==> src/rtl/l2_req_scheduler_if.sv <==
// Bundles the three requester channels and the shared L2 port of l2_req_scheduler.
// slave is the scheduler's view; master is the surrounding caches/prefetcher/L2 view.
interface l2_req_scheduler_if;
    logic         i_pmem_read;
    logic         i_pmem_write;
    logic [31:0]  i_pmem_address;
    logic [255:0] i_pmem_wdata;
    logic         i_pmem_resp;
    logic [255:0] i_pmem_rdata;

    logic         lsq_pmem_read;
    logic         lsq_pmem_write;
    logic [31:0]  lsq_pmem_address;
    logic [255:0] lsq_pmem_wdata;
    logic         lsq_pmem_resp;
    logic [255:0] lsq_pmem_rdata;

    logic         pref_pmem_read;
    logic [31:0]  pref_pmem_address;
    logic         pref_pmem_resp;
    logic [255:0] pref_pmem_rdata;

    logic         arbiter_idle;

    logic         l2_mem_read;
    logic         l2_mem_write;
    logic [31:0]  l2_mem_address;
    logic [255:0] l2_mem_wdata;
    logic         l2_mem_resp;
    logic [255:0] l2_mem_rdata;

    modport slave (
        input  i_pmem_read, i_pmem_write, i_pmem_address, i_pmem_wdata,
        output i_pmem_resp, i_pmem_rdata,
        input  lsq_pmem_read, lsq_pmem_write, lsq_pmem_address, lsq_pmem_wdata,
        output lsq_pmem_resp, lsq_pmem_rdata,
        input  pref_pmem_read, pref_pmem_address,
        output pref_pmem_resp, pref_pmem_rdata,
        output arbiter_idle,
        output l2_mem_read, l2_mem_write, l2_mem_address, l2_mem_wdata,
        input  l2_mem_resp, l2_mem_rdata
    );

    modport master (
        output i_pmem_read, i_pmem_write, i_pmem_address, i_pmem_wdata,
        input  i_pmem_resp, i_pmem_rdata,
        output lsq_pmem_read, lsq_pmem_write, lsq_pmem_address, lsq_pmem_wdata,
        input  lsq_pmem_resp, lsq_pmem_rdata,
        output pref_pmem_read, pref_pmem_address,
        input  pref_pmem_resp, pref_pmem_rdata,
        input  arbiter_idle,
        input  l2_mem_read, l2_mem_write, l2_mem_address, l2_mem_wdata,
        output l2_mem_resp, l2_mem_rdata
    );
endinterface

==> src/rtl/l2_req_scheduler.sv <==
// Non-preemptive line-granular arbiter sharing one L2 port between I-cache, D-cache and
// next-line prefetcher: D > I > P, with a starvation counter that forces I forward progress.
module l2_req_scheduler #(
    parameter int unsigned STARVE_LIMIT = 4
) (
    input logic               clk,
    input logic               rst,
    l2_req_scheduler_if.slave bus
);
    localparam int unsigned CNT_W = $clog2(STARVE_LIMIT + 1);
    localparam logic [CNT_W-1:0] CNT_MAX = CNT_W'(STARVE_LIMIT);

    typedef enum logic [2:0] {
        IDLE,
        GRANT_I,
        GRANT_D,
        GRANT_P,
        RELEASE
    } state_t;

    state_t           state;
    state_t           next_state;
    logic [CNT_W-1:0] starve_cnt;
    logic [31:0]      lat_address;
    logic [255:0]     lat_wdata;
    logic             lat_write;

    logic i_req;
    logic d_req;
    logic p_req;
    logic starve_hit;
    logic in_grant;

    assign i_req      = bus.i_pmem_read | bus.i_pmem_write;
    assign d_req      = bus.lsq_pmem_read | bus.lsq_pmem_write;
    assign p_req      = bus.pref_pmem_read;
    assign starve_hit = (starve_cnt == CNT_MAX);
    assign in_grant   = (state == GRANT_I) || (state == GRANT_D) || (state == GRANT_P);

    always_comb begin : next_state_logic
        next_state = state;
        unique case (state)
            IDLE: begin
                if (d_req && !(i_req && starve_hit)) begin
                    next_state = GRANT_D;
                end else if (i_req) begin
                    next_state = GRANT_I;
                end else if (p_req) begin
                    next_state = GRANT_P;
                end
            end
            GRANT_I, GRANT_D, GRANT_P: begin
                if (bus.l2_mem_resp) begin
                    next_state = RELEASE;
                end
            end
            RELEASE: next_state = IDLE;
            default: next_state = IDLE;
        endcase
    end

    always_comb begin : output_logic
        bus.i_pmem_resp     = (state == GRANT_I) && bus.l2_mem_resp;
        bus.lsq_pmem_resp   = (state == GRANT_D) && bus.l2_mem_resp;
        bus.pref_pmem_resp  = (state == GRANT_P) && bus.l2_mem_resp;
        bus.i_pmem_rdata    = bus.l2_mem_rdata;
        bus.lsq_pmem_rdata  = bus.l2_mem_rdata;
        bus.pref_pmem_rdata = bus.l2_mem_rdata;
        bus.arbiter_idle    = !rst && (state == IDLE) && !i_req && !d_req;
        bus.l2_mem_read     = 1'b0;
        bus.l2_mem_write    = 1'b0;
        bus.l2_mem_address  = '0;
        bus.l2_mem_wdata    = '0;
        // The L2 only ever sees the snapshot taken at grant time.
        if (in_grant) begin
            bus.l2_mem_read    = !lat_write;
            bus.l2_mem_write   = lat_write;
            bus.l2_mem_address = lat_address;
            bus.l2_mem_wdata   = lat_wdata;
        end
    end

    always_ff @(posedge clk) begin
        if (rst) begin
            state       <= IDLE;
            starve_cnt  <= '0;
            lat_address <= '0;
            lat_wdata   <= '0;
            lat_write   <= 1'b0;
        end else begin
            state <= next_state;
            if (state == IDLE) begin
                unique case (next_state)
                    GRANT_D: begin
                        lat_address <= bus.lsq_pmem_address;
                        lat_wdata   <= bus.lsq_pmem_wdata;
                        lat_write   <= bus.lsq_pmem_write;
                        if (i_req && !starve_hit) begin
                            starve_cnt <= starve_cnt + 1'b1;
                        end
                    end
                    GRANT_I: begin
                        lat_address <= bus.i_pmem_address;
                        lat_wdata   <= bus.i_pmem_wdata;
                        lat_write   <= bus.i_pmem_write;
                        starve_cnt  <= '0;
                    end
                    GRANT_P: begin
                        lat_address <= bus.pref_pmem_address;
                        lat_wdata   <= '0;
                        lat_write   <= 1'b0;
                    end
                    default: ;
                endcase
            end
        end
    end
endmodule

==> src/flat_wrapper.sv <==
// flat-port wrapper written by rule: the top's interface ports become plain ports
module l2_req_scheduler_flat 
#(
    parameter int unsigned STARVE_LIMIT = 4
)
  (clk, rst, bus_i_pmem_read, bus_i_pmem_write, bus_i_pmem_address, bus_i_pmem_wdata, bus_i_pmem_resp, bus_i_pmem_rdata, bus_lsq_pmem_read, bus_lsq_pmem_write, bus_lsq_pmem_address, bus_lsq_pmem_wdata, bus_lsq_pmem_resp, bus_lsq_pmem_rdata, bus_pref_pmem_read, bus_pref_pmem_address, bus_pref_pmem_resp, bus_pref_pmem_rdata, bus_arbiter_idle, bus_l2_mem_read, bus_l2_mem_write, bus_l2_mem_address, bus_l2_mem_wdata, bus_l2_mem_resp, bus_l2_mem_rdata);
  l2_req_scheduler_if bus_i ();
  input logic clk;
  input logic rst;
  input wire logic [$bits(bus_i.i_pmem_read)-1:0] bus_i_pmem_read;
  input wire logic [$bits(bus_i.i_pmem_write)-1:0] bus_i_pmem_write;
  input wire logic [$bits(bus_i.i_pmem_address)-1:0] bus_i_pmem_address;
  input wire logic [$bits(bus_i.i_pmem_wdata)-1:0] bus_i_pmem_wdata;
  output wire logic [$bits(bus_i.i_pmem_resp)-1:0] bus_i_pmem_resp;
  output wire logic [$bits(bus_i.i_pmem_rdata)-1:0] bus_i_pmem_rdata;
  input wire logic [$bits(bus_i.lsq_pmem_read)-1:0] bus_lsq_pmem_read;
  input wire logic [$bits(bus_i.lsq_pmem_write)-1:0] bus_lsq_pmem_write;
  input wire logic [$bits(bus_i.lsq_pmem_address)-1:0] bus_lsq_pmem_address;
  input wire logic [$bits(bus_i.lsq_pmem_wdata)-1:0] bus_lsq_pmem_wdata;
  output wire logic [$bits(bus_i.lsq_pmem_resp)-1:0] bus_lsq_pmem_resp;
  output wire logic [$bits(bus_i.lsq_pmem_rdata)-1:0] bus_lsq_pmem_rdata;
  input wire logic [$bits(bus_i.pref_pmem_read)-1:0] bus_pref_pmem_read;
  input wire logic [$bits(bus_i.pref_pmem_address)-1:0] bus_pref_pmem_address;
  output wire logic [$bits(bus_i.pref_pmem_resp)-1:0] bus_pref_pmem_resp;
  output wire logic [$bits(bus_i.pref_pmem_rdata)-1:0] bus_pref_pmem_rdata;
  output wire logic [$bits(bus_i.arbiter_idle)-1:0] bus_arbiter_idle;
  output wire logic [$bits(bus_i.l2_mem_read)-1:0] bus_l2_mem_read;
  output wire logic [$bits(bus_i.l2_mem_write)-1:0] bus_l2_mem_write;
  output wire logic [$bits(bus_i.l2_mem_address)-1:0] bus_l2_mem_address;
  output wire logic [$bits(bus_i.l2_mem_wdata)-1:0] bus_l2_mem_wdata;
  input wire logic [$bits(bus_i.l2_mem_resp)-1:0] bus_l2_mem_resp;
  input wire logic [$bits(bus_i.l2_mem_rdata)-1:0] bus_l2_mem_rdata;
  assign bus_i.i_pmem_read = bus_i_pmem_read;
  assign bus_i.i_pmem_write = bus_i_pmem_write;
  assign bus_i.i_pmem_address = bus_i_pmem_address;
  assign bus_i.i_pmem_wdata = bus_i_pmem_wdata;
  assign bus_i_pmem_resp = bus_i.i_pmem_resp;
  assign bus_i_pmem_rdata = bus_i.i_pmem_rdata;
  assign bus_i.lsq_pmem_read = bus_lsq_pmem_read;
  assign bus_i.lsq_pmem_write = bus_lsq_pmem_write;
  assign bus_i.lsq_pmem_address = bus_lsq_pmem_address;
  assign bus_i.lsq_pmem_wdata = bus_lsq_pmem_wdata;
  assign bus_lsq_pmem_resp = bus_i.lsq_pmem_resp;
  assign bus_lsq_pmem_rdata = bus_i.lsq_pmem_rdata;
  assign bus_i.pref_pmem_read = bus_pref_pmem_read;
  assign bus_i.pref_pmem_address = bus_pref_pmem_address;
  assign bus_pref_pmem_resp = bus_i.pref_pmem_resp;
  assign bus_pref_pmem_rdata = bus_i.pref_pmem_rdata;
  assign bus_arbiter_idle = bus_i.arbiter_idle;
  assign bus_l2_mem_read = bus_i.l2_mem_read;
  assign bus_l2_mem_write = bus_i.l2_mem_write;
  assign bus_l2_mem_address = bus_i.l2_mem_address;
  assign bus_l2_mem_wdata = bus_i.l2_mem_wdata;
  assign bus_i.l2_mem_resp = bus_l2_mem_resp;
  assign bus_i.l2_mem_rdata = bus_l2_mem_rdata;
  l2_req_scheduler #(.STARVE_LIMIT(STARVE_LIMIT)) u_core (.clk(clk), .rst(rst), .bus(bus_i));
endmodule
==> config.mk <==
export PLATFORM = sky130hd
export DESIGN_NAME = l2_req_scheduler_flat
export DESIGN_NICKNAME = d
export VERILOG_FILES = /design/src/rtl/l2_req_scheduler_if.sv /design/src/rtl/l2_req_scheduler.sv /design/src/flat_wrapper.sv
export SDC_FILE = /design/constraint.sdc
export NUM_CORES = 1
export LEC_CHECK = 0
export ABC_AREA = 1
export ABC_CLOCK_PERIOD_IN_PS = 2600
export BUFFER_PORTS_ARGS = -buffer_cell sky130_fd_sc_hd__buf_2
export CAP_MARGIN = 20
export CORE_AREA = 2 2 758 760
export DETAILED_ROUTE_END_ITERATION = 8
export DIE_AREA = 0 0 760 762
export HOLD_SLACK_MARGIN = 0.05
export PLACE_DENSITY = 0.3
export SKIP_LAST_GASP = 1
export SYNTH_ARGS = -nofsm -noshare
export SYNTH_HDL_FRONTEND = slang
export SYNTH_SLANG_ARGS = --single-unit
export TNS_END_PERCENT = 5
==> constraint.sdc <==
create_clock -name clk -period 2.6 [get_ports clk]
set_clock_uncertainty 0.2 [all_clocks]
set_input_delay 0.52 -clock clk [delete_from_list [all_inputs] [get_ports clk]]
set_output_delay 0.52 -clock clk [all_outputs]
set_load 0.05 [all_outputs]
# Word-level counts from Yosys, hierarchy flattened
# Cells that the tools add are included.
[word_totals] register_bits=295 input_bits=872 out_inout_bits=1062 wordCells=53
[op_classes] addsub=1 eq_ne=8 n_mux=14 bitwise=2 reduce_logical=23
[ops] op="case mux 256 bit (3 select lines)" count=1
[ops] op="two-way mux 256 bit" count=1
[ops] op="case mux 32 bit (3 select lines)" count=1
[ops] op="two-way mux 32 bit" count=1
[ops] op="two-way mux 3 bit" count=5
[ops] op="== test 3 x 2 -> 1 bit (second input constant)" count=4
[ops] op="case mux 3 bit (2 select lines)" count=2
[ops] op="logical AND 1 bit" count=9
[ops] op="== test 3 x 1 -> 1 bit (second input constant)" count=2
[ops] op="logical NOT 1 bit" count=6
[ops] op="adder 3 x 1 -> 3 bit (second input constant)" count=1
[ops] op="== test 3 bit (second input constant)" count=1
[ops] op="logical NOT 3 bit" count=1
[ops] op="case mux 1 bit (3 select lines)" count=1
[ops] op="AND reduction 3 bit" count=1
[ops] op="nonzero test 3 bit" count=1
[ops] op="OR reduction 3 bit" count=1
[ops] op="logical OR 1 bit" count=2
[ops] op="two-way mux 1 bit" count=2
[ops] op="!= test 2 x 1 -> 1 bit (second input constant)" count=1
[ops] op="OR 1 bit" count=2
[ops] op="AND reduction 2 bit" count=1
[ops] op="nonzero test 2 bit" count=1

# Depth between registers and ports, before layout
[depth] ltp_word=9 ltp_mapped=16 ltp_nobuf=16

# Worst setup path before layout
# No wires, ideal clock.
[synth_path] path_type="flip-flop to output port" startpoint="register u_core.state[0]" endpoint="output bus_i_pmem_resp" t_arrival_ns=2.032 t_required_ns=1.880 setup_slack_ns=-0.152 path_stages_with_launch=3 path_cell_list="dfxtp_1 -> inv_1 -> nor4_1"
[synth_between] elab_chain_cells=2
[synth_lines] element="start, declared" line_no="l2_req_scheduler.sv:21" rtl="state_t state;"
[synth_lines] element="start signal, assigned" line_no="l2_req_scheduler.sv:91" rtl="state <= next_state;"
[synth_lines] element="== test 3 x 1 -> 1 bit" line_no="l2_req_scheduler.sv:63" rtl="bus.i_pmem_resp = (state == GRANT_I) && bus.l2_mem_resp;"
[synth_lines] element="logical AND 1 bit" line_no="l2_req_scheduler.sv:63"
[synth_lines] element="end, declared" line_no="flat_wrapper.sv:14" rtl="output wire logic [$bits(bus_i.i_pmem_resp)-1:0] bus_i_pmem_resp;"
# Every way passes these cells.

# Worst setup path after layout
[layout_path] startpoint="register u_core.state[0]" endpoint="output bus_l2_mem_wdata[13]"
[layout_between] elab_chain_cells=4 elab_cells_between_ends=6
[layout_lines] element="== test 3 x 1 -> 1 bit or == test 3 x 2 -> 1 bit (tied branches)" line_no="l2_req_scheduler.sv:38" rtl="assign in_grant = (state == GRANT_I) || (state == GRANT_D) || (state == GRANT_P);"
[layout_lines] element="logical OR 1 bit" line_no="l2_req_scheduler.sv:38"
[layout_lines] element="logical OR 1 bit (*)" line_no="l2_req_scheduler.sv:38"
[layout_lines] element="two-way mux 256 bit (*)" line_no="l2_req_scheduler.sv:75" rtl="if (in_grant) begin"
[layout_lines] element="end, declared" line_no="flat_wrapper.sv:30" rtl="output wire logic [$bits(bus_i.l2_mem_wdata)-1:0] bus_l2_mem_wdata;"
# Mark *: on every way between the ends. The rest lies on a longest branch, timed or not.

==> metrics.cfg <==
[outcome]
outcome=finished with violations
violations=negative setup slack

[timing]
min_period_ns=3.04
slew_headroom=0.499
drv_slew=0
rsz0062_at_grt=yes
max_freq_mhz=329
finalSetupTns_ns=-96.82
hold_viol=0
whs_ns=0.111
final-setup-viol-count=302
fin_crit_sh=1.17
tightest_slew_ns=0.749
fin_ws_ns=-0.435

[worst_setup_path]
end_kind=output port
worst-endpoint-arrival_ns=2.32
r2r-start=u_core.starve_cnt[0]
setup.worst_path.start_class=flop
crit_required_ns=1.88
crit_fanout=8
crit_type=flop to output port
startpoint=u_core.state[0]

[route]
drtIter0Drc=1398
via_per_inst=2.20
first_pass_iters=8
routedWlPerCell_um=28.8
wl_mm=343
post-route-drc-count=0
via_count=26300
postRouteAntennaNets=0

[logic_synthesis]
yosysTopAreaCellShare=0.267
syn-instance-count=3452
muxShareOfSynthArea=0
ys_top_cells_by_area=dfxtp_1, buf_4, nand2_1, o21a_1, nor2_1
synth_top_flop_cell=dfxtp_1
yosys.area_share.simple=0.235
synthesis.area_um2=22200
synth_area_per_cell_um2=6.42
yosys.area.top_type=dfxtp_1
synth_cell_types=23
synthAdderAreaFrac=0.00113
synth_top_family_by_area=buffers and inverters
syn-num-nets=4326
synth-compound-area-share=0.146
synth-seq-area-share=0.267
ys_ff_latch=295
yosys_warnings=0
synth_edf_count=0
synth_xor_xnor_area_share=0.000395
ys_async_sr_fraction=0

[power_and_ir_drop]
power_frac_clock=0.184
power_frac_comb=0.626
power.internal_mw=18.7
power_leakage_nw=16.2
p_per_area_nw_per_um2=902
peakVddDrop_uv=462
power.switching_mw=18.8
swShare=0.501
seqPwrFrac=0.189
power.total_mw=37.4

[placement]
placed_area_um2=33100
place_hpwl_mm=306
io_buffers=909
gp_congestion=0.941

[cells_and_area]
drive_gt1_frac=0.292
nNetsFinal=5066
final_area_um2=41500
area_growth_pct=87.3
n_fill_cell=67600

[floorplanning]
rows=278
fp.dieH_um=762
die_w_um=760
fp.coreArea_um2=571000
initial_core_util=0.0388
pin_count=1934
die-area_um2=579000

[global_route]
antenna_found_initial=296
grt.overflow.total=0
grt_max_degree=59
grt_pass1_vias=25700
busiest_layer=met2
grt_pass1_wl_mm=400
grt_use_total=0.113
grt.met2_usage=0.173
use_met3=0.115
use_met1=0.0973

[clock_tree]
cts_tree=yes
cts.sinks=295
path_clk_slew_ns=0.06
clockRootBuffer=clkbuf_16
cts_made_buffers=46
clk_latency_ns=0.70
cts_max_level=2
clk_path_buf_depth=3

[worst_hold_path]
hold_path.class=input pin to flop
min_from=bus_i_pmem_wdata[72]

[job]
max_cap_viol_count=0

==> power by group through the flow <==
stage                     logic, mW  clock network (mW)  registers, mW
after detailed placement       21.8                   0           7.19
final                          23.5                6.91           7.09
after global placement         21.8                   0           7.18
after global routing           25.4                7.45           7.30
after CTS                      23.6                7.38           7.09
after floorplan                14.9                   0           7.10
==> final cells by class <==
class | instances | area [um2] | share of cell area
Antenna cell | 128 | 320 | 0.00772
Clock buffer | 60 | 1260 | 0.0305
Clock inverter | 22 | 284 | 0.00684
Inverter | 305 | 1160 | 0.0280
Multi-Input combinational cell | 1889 | 8770 | 0.211
Sequential cell | 295 | 5910 | 0.142
Tap cell | 7560 | 9460 | 0.228
Timing Repair Buffer | 1654 | 14300 | 0.345
Timing Repair inverter | 1 | 20.0 | 0.000482
==> timing repair <==
item / CTS / global route
pin swaps: 2 / 1
endpoints found under the setup margin: 375 / 566
resized for setup: 130 / 118
hold buffers: 565 / 0
buffers inserted: 3 / 0
hold endpoints to repair: 276 / 0
gates cloned: 2 / 4
==> final timing paths <==
| path | to | slack (ns) | cells after the start |
|---|---|---|---|
| worst max-delay path | bus_l2_mem_wdata[13] | -0.44 | 9 |
| worst min register to register | u_core.lat_address[25] | 0.32 | 4 |
| worst max register to register | u_core.lat_wdata[59] | -0.13 | 16 |
| worst min-delay path | u_core.lat_wdata[72] | 0.11 | 4 |
==> logic make-up after synthesis <==
family,count (synthesis)
AND/OR/NAND/NOR,1368
flip-flops,295
buffers and inverters,1268
AO/OA/AOI/OAI,518
adder cells (fa/ha/maj),2
XOR/XNOR,1
==> sequential cells by signal, summed over array words and instances (netlist names) <==
name and cells:
u_core.state 3, u_core.lat_wdata 256, u_core.lat_write 1, u_core.lat_address 32, u_core.starve_cnt 3
==> worst max-delay path, cell delays in order (launching register included) <==
cell	delay, ns
dfxtp_1	0.33
nor2_1	0.04
nor2_1	0.14
buf_6	0.17
inv_16	0.08
buf_16	0.19
buf_16	0.17
nor2_1	0.09
buf_4	0.17
buf_12	0.15
==> stage by stage <==
step | cells | util | setup slack, ns
floorplan | 3452 | - | 0.177
global placement | 11100 | 0.0579 | -0.452
detailed placement | 11100 | 0.0579 | -0.435
CTS | 11800 | 0.0714 | -0.609
global route | 11900 | 0.0724 | -0.604
finish | 11900 | 0.0727 | -0.435
==> cell usage after synthesis, types with 2 or more instances <==
| cell | instances |
|---|---|
| a21oi_1 | 257 |
| o21ai_0 | 2 |
| dfxtp_1 | 295 |
| nor2_1 | 372 |
| buf_4 | 779 |
| nand3_1 | 38 |
| clkbuf_1 | 112 |
| buf_2 | 71 |
| ha_1 | 2 |
| inv_1 | 304 |
| o21a_1 | 257 |
| nand2_1 | 952 |
==> cell usage in the layout (no fill, tap or decap), types with 50 or more instances in the layout <==
cell type      instances
buf_12               159
nand2_1              951
buf_2                748
a21oi_1              257
buf_4                112
diode_2              128
dlygate4sd3_1        565
nor2_1               311
dfxtp_1              294
o21a_1               257
clkbuf_16             50
inv_1                303
==> layer usage <==
metal / up-vias / share of wire
met3: 695 / 0.22
met5: - / 0.0048
met1: 11500 / 0.30
li1: 11400 / -
met4: 158 / 0.050
met2: 2522 / 0.43
No activity file was read; power rests on OpenSTA's default activity.
